### config.mk
export PLATFORM = sky130hd
export DESIGN_NAME = gradient_outlet_scanner
export DESIGN_NICKNAME = d
export VERILOG_FILES = /design/src/rtl/gradient_scan_pkg.sv /design/src/rtl/scan_averager.sv /design/src/rtl/gradient_outlet_scanner.sv
export SDC_FILE = /design/constraint.sdc
export NUM_CORES = 1
export LEC_CHECK = 0
export ABC_AREA = 1
export CELL_PAD_IN_SITES_DETAIL_PLACEMENT = 1
export CELL_PAD_IN_SITES_GLOBAL_PLACEMENT = 1
export CORE_UTILIZATION = 40
export DETAILED_ROUTE_END_ITERATION = 10
export PLACE_DENSITY = 0.95
export SKIP_CTS_REPAIR_TIMING = 1
export SLEW_MARGIN = 20
export SYNTH_ARGS = -nofsm -noshare
export SYNTH_HDL_FRONTEND = slang
export SYNTH_SLANG_ARGS = --single-unit
### constraint.sdc
create_clock -name clk -period 4.2 [get_ports clk]
set_input_delay 0.42 -clock clk [delete_from_list [all_inputs] [get_ports clk]]
set_output_delay 0.42 -clock clk [all_outputs]
set_load 0.02 [all_outputs]
### src/rtl/gradient_scan_pkg.sv
// Shared types and helpers for the gradient generator outlet scanner.
package gradient_scan_pkg;

  typedef enum logic [1:0] {
    IDLE   = 2'd0,
    SETTLE = 2'd1,
    SAMPLE = 2'd2,
    OUTPUT = 2'd3
  } scan_state_e;

  localparam int SEL_MAX_W = 32;

  // Callers truncate the result to their own outlet count.
  function automatic logic [SEL_MAX_W-1:0] onehot_sel(input logic [4:0] idx);
    logic [SEL_MAX_W-1:0] sel;
    sel      = '0;
    sel[idx] = 1'b1;
    return sel;
  endfunction

endpackage

### src/rtl/scan_averager.sv
// Sums 2**AVG_LOG2 detector samples for one outlet and presents the truncated mean.
module scan_averager
  import gradient_scan_pkg::*;
#(
  parameter int SAMPLE_W = 12,
  parameter int AVG_LOG2 = 2
) (
  input  logic                clk,
  input  logic                rst,
  input  logic                clr,
  input  logic                acc_en,
  input  logic [SAMPLE_W-1:0] smp_data,
  output logic                last_smp,
  output logic [SAMPLE_W-1:0] avg
);

  localparam int ACC_W = SAMPLE_W + AVG_LOG2;
  localparam int CNT_W = AVG_LOG2 + 1;
  localparam int N_SMP = 1 << AVG_LOG2;

  logic [ACC_W-1:0] acc_q;
  logic [CNT_W-1:0] cnt_q;

  // The accumulator is wide enough for N_SMP full-scale samples, so the mean never wraps.
  function automatic logic [SAMPLE_W-1:0] avg_trunc(input logic [ACC_W-1:0] a);
    return SAMPLE_W'(a >> AVG_LOG2);
  endfunction

  always_ff @(posedge clk or posedge rst) begin
    if (rst) begin
      acc_q <= '0;
      cnt_q <= '0;
    end else if (clr) begin
      acc_q <= '0;
      cnt_q <= '0;
    end else if (acc_en) begin
      acc_q <= acc_q + ACC_W'(smp_data);
      cnt_q <= cnt_q + CNT_W'(1);
    end
  end

  assign last_smp = (cnt_q == CNT_W'(N_SMP - 1));
  assign avg      = avg_trunc(acc_q);

endmodule

### src/rtl/gradient_outlet_scanner.sv
// Steps the outlet selector valve across all outlets, settles, averages detector samples
// and streams one result per outlet.
module gradient_outlet_scanner
  import gradient_scan_pkg::*;
#(
  parameter  int N_OUT      = 7,
  parameter  int SAMPLE_W   = 12,
  parameter  int SETTLE_CYC = 16,
  parameter  int AVG_LOG2   = 2,
  localparam int IDX_W      = (N_OUT > 1) ? $clog2(N_OUT) : 1
) (
  input  logic                clk,
  input  logic                rst,
  input  logic                start,
  input  logic                abort,
  output logic [N_OUT-1:0]    valve_sel,
  output logic                smp_req,
  input  logic                smp_valid,
  input  logic [SAMPLE_W-1:0] smp_data,
  output logic                res_valid,
  input  logic                res_ready,
  output logic [IDX_W-1:0]    res_idx,
  output logic [SAMPLE_W-1:0] res_data,
  output logic                busy,
  output logic                done
);

  localparam int SET_W = (SETTLE_CYC > 1) ? $clog2(SETTLE_CYC + 1) : 1;

  scan_state_e      state_q, state_d;
  logic [IDX_W-1:0] idx_q, idx_d;
  logic [SET_W-1:0] settle_q, settle_d;
  logic             done_q, done_d;
  logic             acc_clr, acc_en, last_smp;

  always_ff @(posedge clk or posedge rst) begin
    if (rst) begin
      state_q  <= IDLE;
      idx_q    <= '0;
      settle_q <= '0;
      done_q   <= 1'b0;
    end else begin
      state_q  <= state_d;
      idx_q    <= idx_d;
      settle_q <= settle_d;
      done_q   <= done_d;
    end
  end

  // abort is checked first in every active state so it beats both smp_valid and the handshake.
  always_comb begin
    state_d   = state_q;
    idx_d     = idx_q;
    settle_d  = settle_q;
    done_d    = 1'b0;
    acc_clr   = 1'b0;
    acc_en    = 1'b0;
    busy      = (state_q != IDLE);
    smp_req   = (state_q == SAMPLE);
    res_valid = (state_q == OUTPUT);
    valve_sel = busy ? N_OUT'(onehot_sel(5'(idx_q))) : '0;
    case (state_q)
      IDLE: begin
        if (start) begin
          idx_d    = '0;
          settle_d = '0;
          state_d  = SETTLE;
        end
      end
      SETTLE: begin
        if (abort) begin
          state_d = IDLE;
        end else if (settle_q == SET_W'(SETTLE_CYC - 1)) begin
          acc_clr = 1'b1;
          state_d = SAMPLE;
        end else begin
          settle_d = settle_q + SET_W'(1);
        end
      end
      SAMPLE: begin
        if (abort) begin
          state_d = IDLE;
        end else if (smp_valid) begin
          acc_en = 1'b1;
          if (last_smp) state_d = OUTPUT;
        end
      end
      OUTPUT: begin
        if (abort) begin
          state_d = IDLE;
        end else if (res_ready) begin
          if (idx_q == IDX_W'(N_OUT - 1)) begin
            done_d  = 1'b1;
            state_d = IDLE;
          end else begin
            idx_d    = idx_q + IDX_W'(1);
            settle_d = '0;
            state_d  = SETTLE;
          end
        end
      end
      default: state_d = IDLE;
    endcase
  end

  scan_averager #(
    .SAMPLE_W (SAMPLE_W),
    .AVG_LOG2 (AVG_LOG2)
  ) u_avg (
    .clk      (clk),
    .rst      (rst),
    .clr      (acc_clr),
    .acc_en   (acc_en),
    .smp_data (smp_data),
    .last_smp (last_smp),
    .avg      (res_data)
  );

  assign res_idx = idx_q;
  assign done    = done_q;

endmodule
==> results.json, run 1 <==
{
  "status": "completed",
  "grt_usage": 0.2144,
  "die_h_microns": 77.60,
  "criticalPathCategory": "reg2out",
  "first_pass_iters": 4,
  "maxCapViolations": 0,
  "netlist_area_sq_mm": 0.002286,
  "fill_cells": 742,
  "die_w_microns": 77.60,
  "rsz0062_at_grt": "no",
  "critPathMaxFanout": 4,
  "cts_tree": "built",
  "hold_violations": 0,
  "synth_cell_types": 33,
  "ys_ff_latch": 28,
  "drtIter0Drc": 78,
  "grt_pass1_wl_mm": 10.25,
  "syn_to_final_growth_pct": 20.58,
  "wl_per_cell_microns": 13.75,
  "regToRegSetupSlack_ns": 2.40,
  "skew_ns": 0.01407,
  "regArea_sq_um": 700.7,
  "initial_core_util": 0.4151,
  "die_area_sq_mm": 0.006021,
  "grt_pass1_vias": 2312,
  "setup_tns_ns": 0,
  "grt_start_max_net_pins": 29,
  "tightest_slew_ns": 0.3907,
  "dp_hpwl_mm": 4.729,
  "final_layout_size_suffix_gt1_frac": 0.06267,
  "core_area_sq_mm": 0.005507,
  "slew_headroom": 0.7395,
  "clkSlewWorstSetupHoldPaths_ns": 0.11,
  "grt-ovfl-total": 0,
  "yosys_warnings": 0,
  "final_common_cell": "nand2_1",
  "syn-instance-count": 333,
  "powerDensity_mw_per_mm2": 646.9,
  "reg2reg_from": "settle_q[0]",
  "insertedDiodeCount": 0,
  "fin_crit_ns": 2.494,
  "io_buffers": 43,
  "syn_area_per_cell_sq_um": 6.865,
  "rows": 27,
  "setup_ws_ns": 1.706,
  "yosys-top-cells-area": "dfrtp_1 (31%), nand2_1 (17%), ha_1 (13%)",
  "cts.sinks": 28,
  "gp_congestion": 0.8188,
  "fin_area_sq_mm": 0.002756,
  "max_freq_mhz": 401.0,
  "antenna_found_initial": 0,
  "layout.nets": 410,
  "synth_area_leader_cell": "dfrtp_1",
  "clk-insertion-delay-late_ns": 0.30,
  "viasPerCell": 4.982,
  "place_ws_ns": 1.905,
  "cts_buffer_depth": 2,
  "seq_area_frac_synth": 0.3065,
  "power.leakage_nw": 1.464,
  "remaining_drc_errors": 0,
  "vdd_drop_max_uv": 290.4,
  "cp.required_ns": 3.78,
  "setup_viol": 0,
  "cp-end-kind": "output port",
  "multiInputGateArea_sq_mm": 0.001252,
  "fin_crit_sh": 0.5937,
  "place_area_sq_mm": 0.002701,
  "cts_made_buffers": 3,
  "synth_nets": 375,
  "htreeDepth": 1,
  "hold_path_class": "in2async",
  "root_buffer": "clkbuf_8",
  "worst_ep_arrival_time_ns": 2.07,
  "yosysTopAreaCellShare": 0.3065,
  "vias": 2187,
  "pin_count": 44,
  "ant_nets": 0,
  "drt-total-wl_mm": 6.038,
  "slew_violations": 0,
  "startpoint": "state_q[0]",
  "layout_common_cells": "nand2_1 (106), inv_1 (48), clkdlybuf4s50_1 (43), nor2_1 (33), dfrtp_1 (28)",
  "cp-start-kind": "register"
}
[cell usage after synthesis]
master and count:
nand2_1 106, inv_1 48, nor2_1 33, dfrtp_1 28
ha_1 23, nand3_1 16, a21oi_1 12, buf_4 12
o21ai_0 9, inv_2 8, o21ai_1 7, nand2_2 3
a22o_1 2, buf_6 2, nand2_4 2, nand3b_1 2
nand4_1 2, o22ai_1 2, o31ai_1 2, clkinv_1 1
fa_1 1, inv_4 1, nor2_2 1, nor3_1 1
nor3_2 1, nor3b_2 1, nor4_1 1, o211a_1 1
o211ai_1 1, o21a_1 1, or2_2 1, xnor2_1 1
xor2_1 1
[final timing paths]
path / to / cells after the start
worst min-delay path: u_avg.acc_q[1] / 3
min in group clk: u_avg.cnt_q[0] / 1
max in group asynchronous: u_avg.acc_q[11] / 3
worst max-delay path: valve_sel[6] / 6
worst max register to register: settle_q[2] / 11
worst min register to register: u_avg.cnt_q[0] / 1
[cell type report]
type / count / share of cell area
Sequential cell: 28 / 0.2542
Tap cell: 72 / 0.03268
Inverter: 58 / 0.07989
Clock buffer: 4 / 0.01997
Timing Repair Buffer: 44 / 0.1589
Multi-Input combinational cell: 233 / 0.4544
[per-layer routing]
metal | vias to the layer above | track usage | wire length, microns
met3 | 10 | 0.03294 | 214
met4 | 0 | 0.05849 | 93
li1 | 1097 | - | -
met2 | 46 | 0.4195 | 3169
met5 | - | 0 | 0
met1 | 1034 | 0.2353 | 2561
[through the flow]
stage | utilization | hold WS (ns) | cells | total power (W)
floorplan | - | 0.4637 | 333 | 0.001286
global route | 0.5006 | 0.5343 | 439 | 0.001953
CTS | 0.5006 | 0.5179 | 439 | 0.001799
detailed placement | 0.4906 | 0.4999 | 435 | 0.001608
global placement | 0.4906 | 0.4848 | 435 | 0.001549
finish | 0.5006 | 0.4913 | 439 | 0.001783
[critical path, cell delays in order (launching register included)]
cell	delay [ns]
dfrtp_1	0.41
inv_1	0.11
ha_1	0.24
clkinv_1	0.10
nand2_1	0.11
nor3_1	0.15
clkdlybuf4s50_1	0.64
[kinds of logic after synthesis]
kind of cell             count (synthesis)  share of synthesized area
flip-flops                              28                     0.3065
buffers and inverters                   72                     0.1456
XOR/XNOR                                 2                   0.007664
AO/OA/AOI/OAI                           37                    0.09195
adder cells (fa/ha/maj)                 24                     0.1346
AND/OR/NAND/NOR                        170                     0.3136
[sequential cells by signal, summed over array words and instances, names as in the netlist]
name         count
res_idx          3
settle_q         5
done             1
u_avg.cnt_q      3
state_q          2
u_avg.acc_q     14
[power by group]
part | switching, W | leakage, nW | internal [W]
Combinational | 0.000695 | 1.07 | 0.000448
Clock | 0.000100 | 0.0288 | 0.0000846
Sequential | 0.0000884 | 0.366 | 0.000367
Power figures use the tool's default switching activity.
==> inputs of run 2 (changes only) <==
--- a/config.mk
+++ b/config.mk
@@ -8,9 +8,9 @@
 export ABC_AREA = 1
 export CELL_PAD_IN_SITES_DETAIL_PLACEMENT = 1
 export CELL_PAD_IN_SITES_GLOBAL_PLACEMENT = 1
-export CORE_UTILIZATION = 40
+export CORE_UTILIZATION = 37
 export DETAILED_ROUTE_END_ITERATION = 10
-export PLACE_DENSITY = 0.95
+export PLACE_DENSITY = 0.92
 export SKIP_CTS_REPAIR_TIMING = 1
 export SLEW_MARGIN = 20
 export SYNTH_ARGS = -nofsm -noshare
==> constraint.sdc (replaced) <==
create_clock -name clk -period 2.39 [get_ports clk]
set_input_delay 0.239 -clock clk [delete_from_list [all_inputs] [get_ports clk]]
set_output_delay 0.239 -clock clk [all_outputs]
set_load 0.02 [all_outputs]
==> results.json, run 2 (synthesis gave the netlist of run 1 again) <==
{
  "status": "completed",
  "maxCapViolations": 0,
  "die_h_microns": 80.60,
  "fin_crit_ns": 2.244,
  "wl_per_cell_microns": 13.20,
  "hold_violations": 0,
  "worst-path-stages": 6,
  "final_layout_size_suffix_gt1_frac": 0.06267,
  "largest_reg_flops": 14,
  "worstReg2RegEnd": "u_avg.cnt_q[1]",
  "slowest_delay_ns": 0.63,
  "grt_pass1_wl_mm": 10.26,
  "syn_to_final_growth_pct": 20.74,
  "cts_made_buffers": 3,
  "die_w_microns": 80.60,
  "top_register": "u_avg.acc_q",
  "vias": 2179,
  "fill_cells": 780,
  "grt_usage": 0.2025,
  "largestRegisters": "u_avg.acc_q: 14 flops, settle_q: 5 flops",
  "antenna_found_initial": 0,
  "viasPerCell": 4.930,
  "path_cells": "inv_1 -> ha_1 -> clkinv_1 -> nand2_1 -> nor3_1 -> clkdlybuf4s50_1",
  "htreeDepth": 1,
  "cts_buffer_depth": 2,
  "clkSlewWorstSetupHoldPaths_ns": 0.10,
  "first_pass_iters": 4,
  "setup_tns_ns": 0,
  "rows": 28,
  "tightest_slew_ns": 0.3946,
  "reg2reg_from": "state_q[1]",
  "criticalPathCategory": "reg2out",
  "place_ws_ns": 0.3143,
  "insertedDiodeCount": 0,
  "final_common_cell": "nand2_1",
  "slew_headroom": 0.7369,
  "power.leakage_nw": 1.464,
  "fin_crit_sh": 0.9389,
  "holdWs_ns": 0.3223,
  "slew_violations": 0,
  "ant_nets": 0,
  "vdd_drop_max_uv": 545.1,
  "drtIter0Drc": 43,
  "setup_ws_ns": 0.1459,
  "critPathMaxFanout": 4,
  "cp-start-kind": "register",
  "powerDensity_mw_per_mm2": 1131,
  "path_delay_family": "buffers and inverters",
  "cp-end-kind": "output port",
  "layout_common_cells": "nand2_1 (106), inv_1 (48), clkdlybuf4s50_1 (43), nor2_1 (33), dfrtp_1 (28)",
  "rsz0062_at_grt": "no",
  "grt_pass1_vias": 2334,
  "clk-insertion-delay-late_ns": 0.28,
  "skew_ns": 0.005820,
  "pin_count": 44,
  "power.total_w": 0.003121,
  "regToRegSetupSlack_ns": 0.57,
  "cts_tree": "built",
  "grt_start_max_net_pins": 29,
  "cts.sinks": 28,
  "setup_viol": 0,
  "root_buffer": "clkbuf_8",
  "r2r_cells": 8,
  "max_freq_mhz": 445.6,
  "io_buffers": 43,
  "cp.required_ns": 2.15,
  "core_area_sq_mm": 0.005956,
  "layout.nets": 410,
  "dp_hpwl_mm": 4.690,
  "path_buf_inv": 3,
  "worst_path_max_delay_cell": "clkdlybuf4s50_1",
  "gp_congestion": 0.8569,
  "drt-total-wl_mm": 5.833,
  "die_area_sq_mm": 0.006496,
  "grt-ovfl-total": 0,
  "initial_core_util": 0.3838,
  "remaining_drc_errors": 0,
  "worst_ep_arrival_time_ns": 2.01,
  "hold_path_class": "in2async"
}
-- run 2: cell counts in the layout (fill, tap and decap cells not counted) --
Identical to the previous run, type by type.
-- run 2: per-stage QoR --
| step | util | instance area (sq um) | std cells |
|---|---|---|---|
| 2_1_floorplan | - | 2286 | 333 |
| 3_3_place_gp | 0.4542 | 2705 | 438 |
| 3_5_place_dp | 0.4542 | 2705 | 438 |
| 4_1_cts | 0.4634 | 2760 | 442 |
| 5_1_grt | 0.4634 | 2760 | 442 |
| 6_report | 0.4634 | 2760 | 442 |
-- run 2: power by group --
part	leakage, nW	internal, W	switching (W)
Sequential	0.366	0.000645	0.000151
Clock	0.0288	0.000148	0.000160
Combinational	1.07	0.000789	0.00123
-- run 2: final cells by class --
type,instances,area (sq um),area share
Multi-Input combinational cell,233,1252,0.4538
Inverter,58,220.2,0.07978
Sequential cell,28,700.7,0.2539
Clock buffer,4,55.05,0.01995
Timing Repair Buffer,44,437.9,0.1587
Tap cell,75,93.84,0.03400
-- run 2: routing by layer --
metal / share of wire / vias up / GRT usage
met5: 0 / - / 0
li1: - / 1094 / -
met3: 0.037 / 8 / 0.03182
met1: 0.44 / 1032 / 0.2324
met4: 0.011 / 0 / 0.04107
met2: 0.51 / 45 / 0.3890
-- run 2: worst max-delay path by stage --
stage / from / endpoint / slack (ns)
2_1_floorplan: state_q[0] / valve_sel[6] / 0.79
3_3_place_gp: smp_data[0] / u_avg.acc_q[6] / 0.37
3_5_place_dp: smp_data[0] / u_avg.acc_q[6] / 0.31
4_1_cts: state_q[0] / valve_sel[6] / 0.13
5_1_grt: state_q[0] / valve_sel[6] / 0.01
6_report: state_q[1] / valve_sel[6] / 0.15
-- run 2: worst register-to-register path, delay by kind of cell, from the launching register on --
| kind | cells | cell delay (ns) |
|---|---|---|
| AOI/OAI and AO/OA | 1 | 0.24 |
| buffers and inverters | 3 | 0.38 |
| and+or+nand+nor | 3 | 0.40 |
| DFF | 1 | 0.43 |
| adders and majority gates | 1 | 0.26 |
==> inputs of run 3 (changes only) <==
--- a/config.mk
+++ b/config.mk
@@ -8,9 +8,11 @@
 export ABC_AREA = 1
 export CELL_PAD_IN_SITES_DETAIL_PLACEMENT = 1
 export CELL_PAD_IN_SITES_GLOBAL_PLACEMENT = 1
+export CORE_MARGIN = 3
 export CORE_UTILIZATION = 37
 export DETAILED_ROUTE_END_ITERATION = 10
 export PLACE_DENSITY = 0.92
+export SETUP_SLACK_MARGIN = 0.5
 export SKIP_CTS_REPAIR_TIMING = 1
 export SLEW_MARGIN = 20
 export SYNTH_ARGS = -nofsm -noshare
==> results.json, run 3 (synthesis gave the netlist of run 1 again) <==
{
  "tightest_slew_ns": 0.3744,
  "hold_path_class": "in2async",
  "initial_core_util": 0.3838,
  "core_area_sq_mm": 0.005956,
  "vdd_drop_max_uv": 508.9,
  "layout.nets": 411,
  "fin_crit_ns": 1.844,
  "insertedDiodeCount": 0,
  "largestRegisters": "u_avg.acc_q: 14 flops, settle_q: 5 flops",
  "pin_count": 44,
  "viasPerCell": 4.971,
  "criticalPathCategory": "reg2out",
  "wl_met1_mm": 2.631,
  "setup_ws_ns": 0.5465,
  "cts_made_buffers": 3,
  "layout_common_cells": "nand2_1 (104), inv_1 (48), nor2_1 (33), clkdlybuf4s50_1 (33), dfrtp_1 (28)",
  "cts.sinks": 28,
  "vias": 2202,
  "slew_violations": 0,
  "root_buffer": "clkbuf_8",
  "place_ws_ns": 0.3236,
  "drt-total-wl_mm": 6.133,
  "final_common_cell": "nand2_1",
  "fin_crit_sh": 0.7714,
  "grt_pass1_wl_mm": 10.55,
  "powerDensity_mw_per_mm2": 1135,
  "wl_met3_microns": 287,
  "io_buffers": 43,
  "fill_cells": 780,
  "max_freq_mhz": 542.4,
  "grt_usage": 0.1793,
  "cts_buffer_depth": 2,
  "rsz0062_at_grt": "yes",
  "hold_violations": 0,
  "grt_start_max_net_pins": 29,
  "setup_tns_ns": 0,
  "dp_hpwl_mm": 4.807,
  "cts_tree": "built",
  "grt_pass1_vias": 2372,
  "wl_per_cell_microns": 13.84,
  "antenna_found_initial": 0,
  "worst_ep_arrival_time_ns": 1.60,
  "final_layout_size_suffix_gt1_frac": 0.08967,
  "die_area_sq_mm": 0.007157,
  "cp.required_ns": 2.15,
  "utilization": 0.4655,
  "die_h_microns": 84.60,
  "grt-ovfl-total": 0,
  "drtIter0Drc": 43,
  "die_w_microns": 84.60,
  "clkSlewWorstSetupHoldPaths_ns": 0.11,
  "setup_viol": 0,
  "maxCapViolations": 0,
  "clk-insertion-delay-late_ns": 0.30,
  "ant_nets": 0,
  "fin_area_sq_mm": 0.002773,
  "syn_to_final_growth_pct": 21.29,
  "remaining_drc_errors": 0,
  "routed.top_layer": "met4",
  "cp-start-kind": "register",
  "cp-end-kind": "output port",
  "place_area_sq_mm": 0.002705,
  "wl_met2_mm": 3.122,
  "slew_headroom": 0.7504,
  "first_pass_iters": 4,
  "power.leakage_nw": 1.575,
  "rows": 28,
  "critPathMaxFanout": 4,
  "top_register": "u_avg.acc_q",
  "largest_reg_flops": 14,
  "gp_congestion": 0.8611,
  "status": "completed",
  "skew_ns": 0.01146,
  "htreeDepth": 1
}
[run 3: worst paths after layout]
path | start | endpoint | slack, ns | depth (start not counted)
setup / recovery | state_q[1] | valve_sel[6] | 0.55 | 6
hold / removal | rst | u_avg.acc_q[5] | 0.31 | 3
setup reg to reg | state_q[1] | u_avg.cnt_q[1] | 0.59 | 8
hold reg to reg | settle_q[1] | settle_q[1] | 0.53 | 2
max in group asynchronous | rst | u_avg.cnt_q[2] | 1.80 | 3
min in group clk | res_ready | done | 0.51 | 3
[run 3: critical path, stage by stage, from the launching register on]
cell and delay (ns):
dfrtp_1 0.41, inv_1 0.11, ha_1 0.23, inv_2 0.10, nand2_2 0.07, nor3_1 0.13
dlymetal6s2s_1 0.26
[run 3: cell type report]
class / instances / area [sq um] / share of cell area
clock buffers: 4 / 55.05 / 0.01986
inverters: 58 / 220.2 / 0.07942
multi-input cells: 233 / 1262 / 0.4553
flip-flops and latches: 28 / 700.7 / 0.2527
well taps: 75 / 93.84 / 0.03384
repair buffers: 45 / 440.4 / 0.1588
[run 3: power by group]
part | leakage [nW] | total [W] | switching, W | internal (W)
logic | 1.18 | 0.00203 | 0.00125 | 0.000779
clock network | 0.0288 | 0.000320 | 0.000172 | 0.000149
registers | 0.366 | 0.000795 | 0.000150 | 0.000645
total | 1.57 | 0.00315 | 0.00158 | 0.00157
[run 3: routing by layer]
| metal | vias up | GRT usage |
|---|---|---|
| li1 | 1094 | - |
| met1 | 1047 | 0.2195 |
| met2 | 52 | 0.3189 |
| met3 | 9 | 0.03533 |
| met4 | 0 | 0.05036 |
| met5 | - | 0 |
[run 3: per-stage QoR]
stage | power [W] | hold slack, ns | std cells
2_1_floorplan | 0.002259 | 0.3044 | 333
3_3_place_gp | 0.002726 | 0.4830 | 438
3_5_place_dp | 0.002834 | 0.5077 | 438
4_1_cts | 0.003176 | 0.3332 | 442
5_1_grt | 0.003469 | 0.3760 | 443
6_report | 0.003148 | 0.3115 | 443
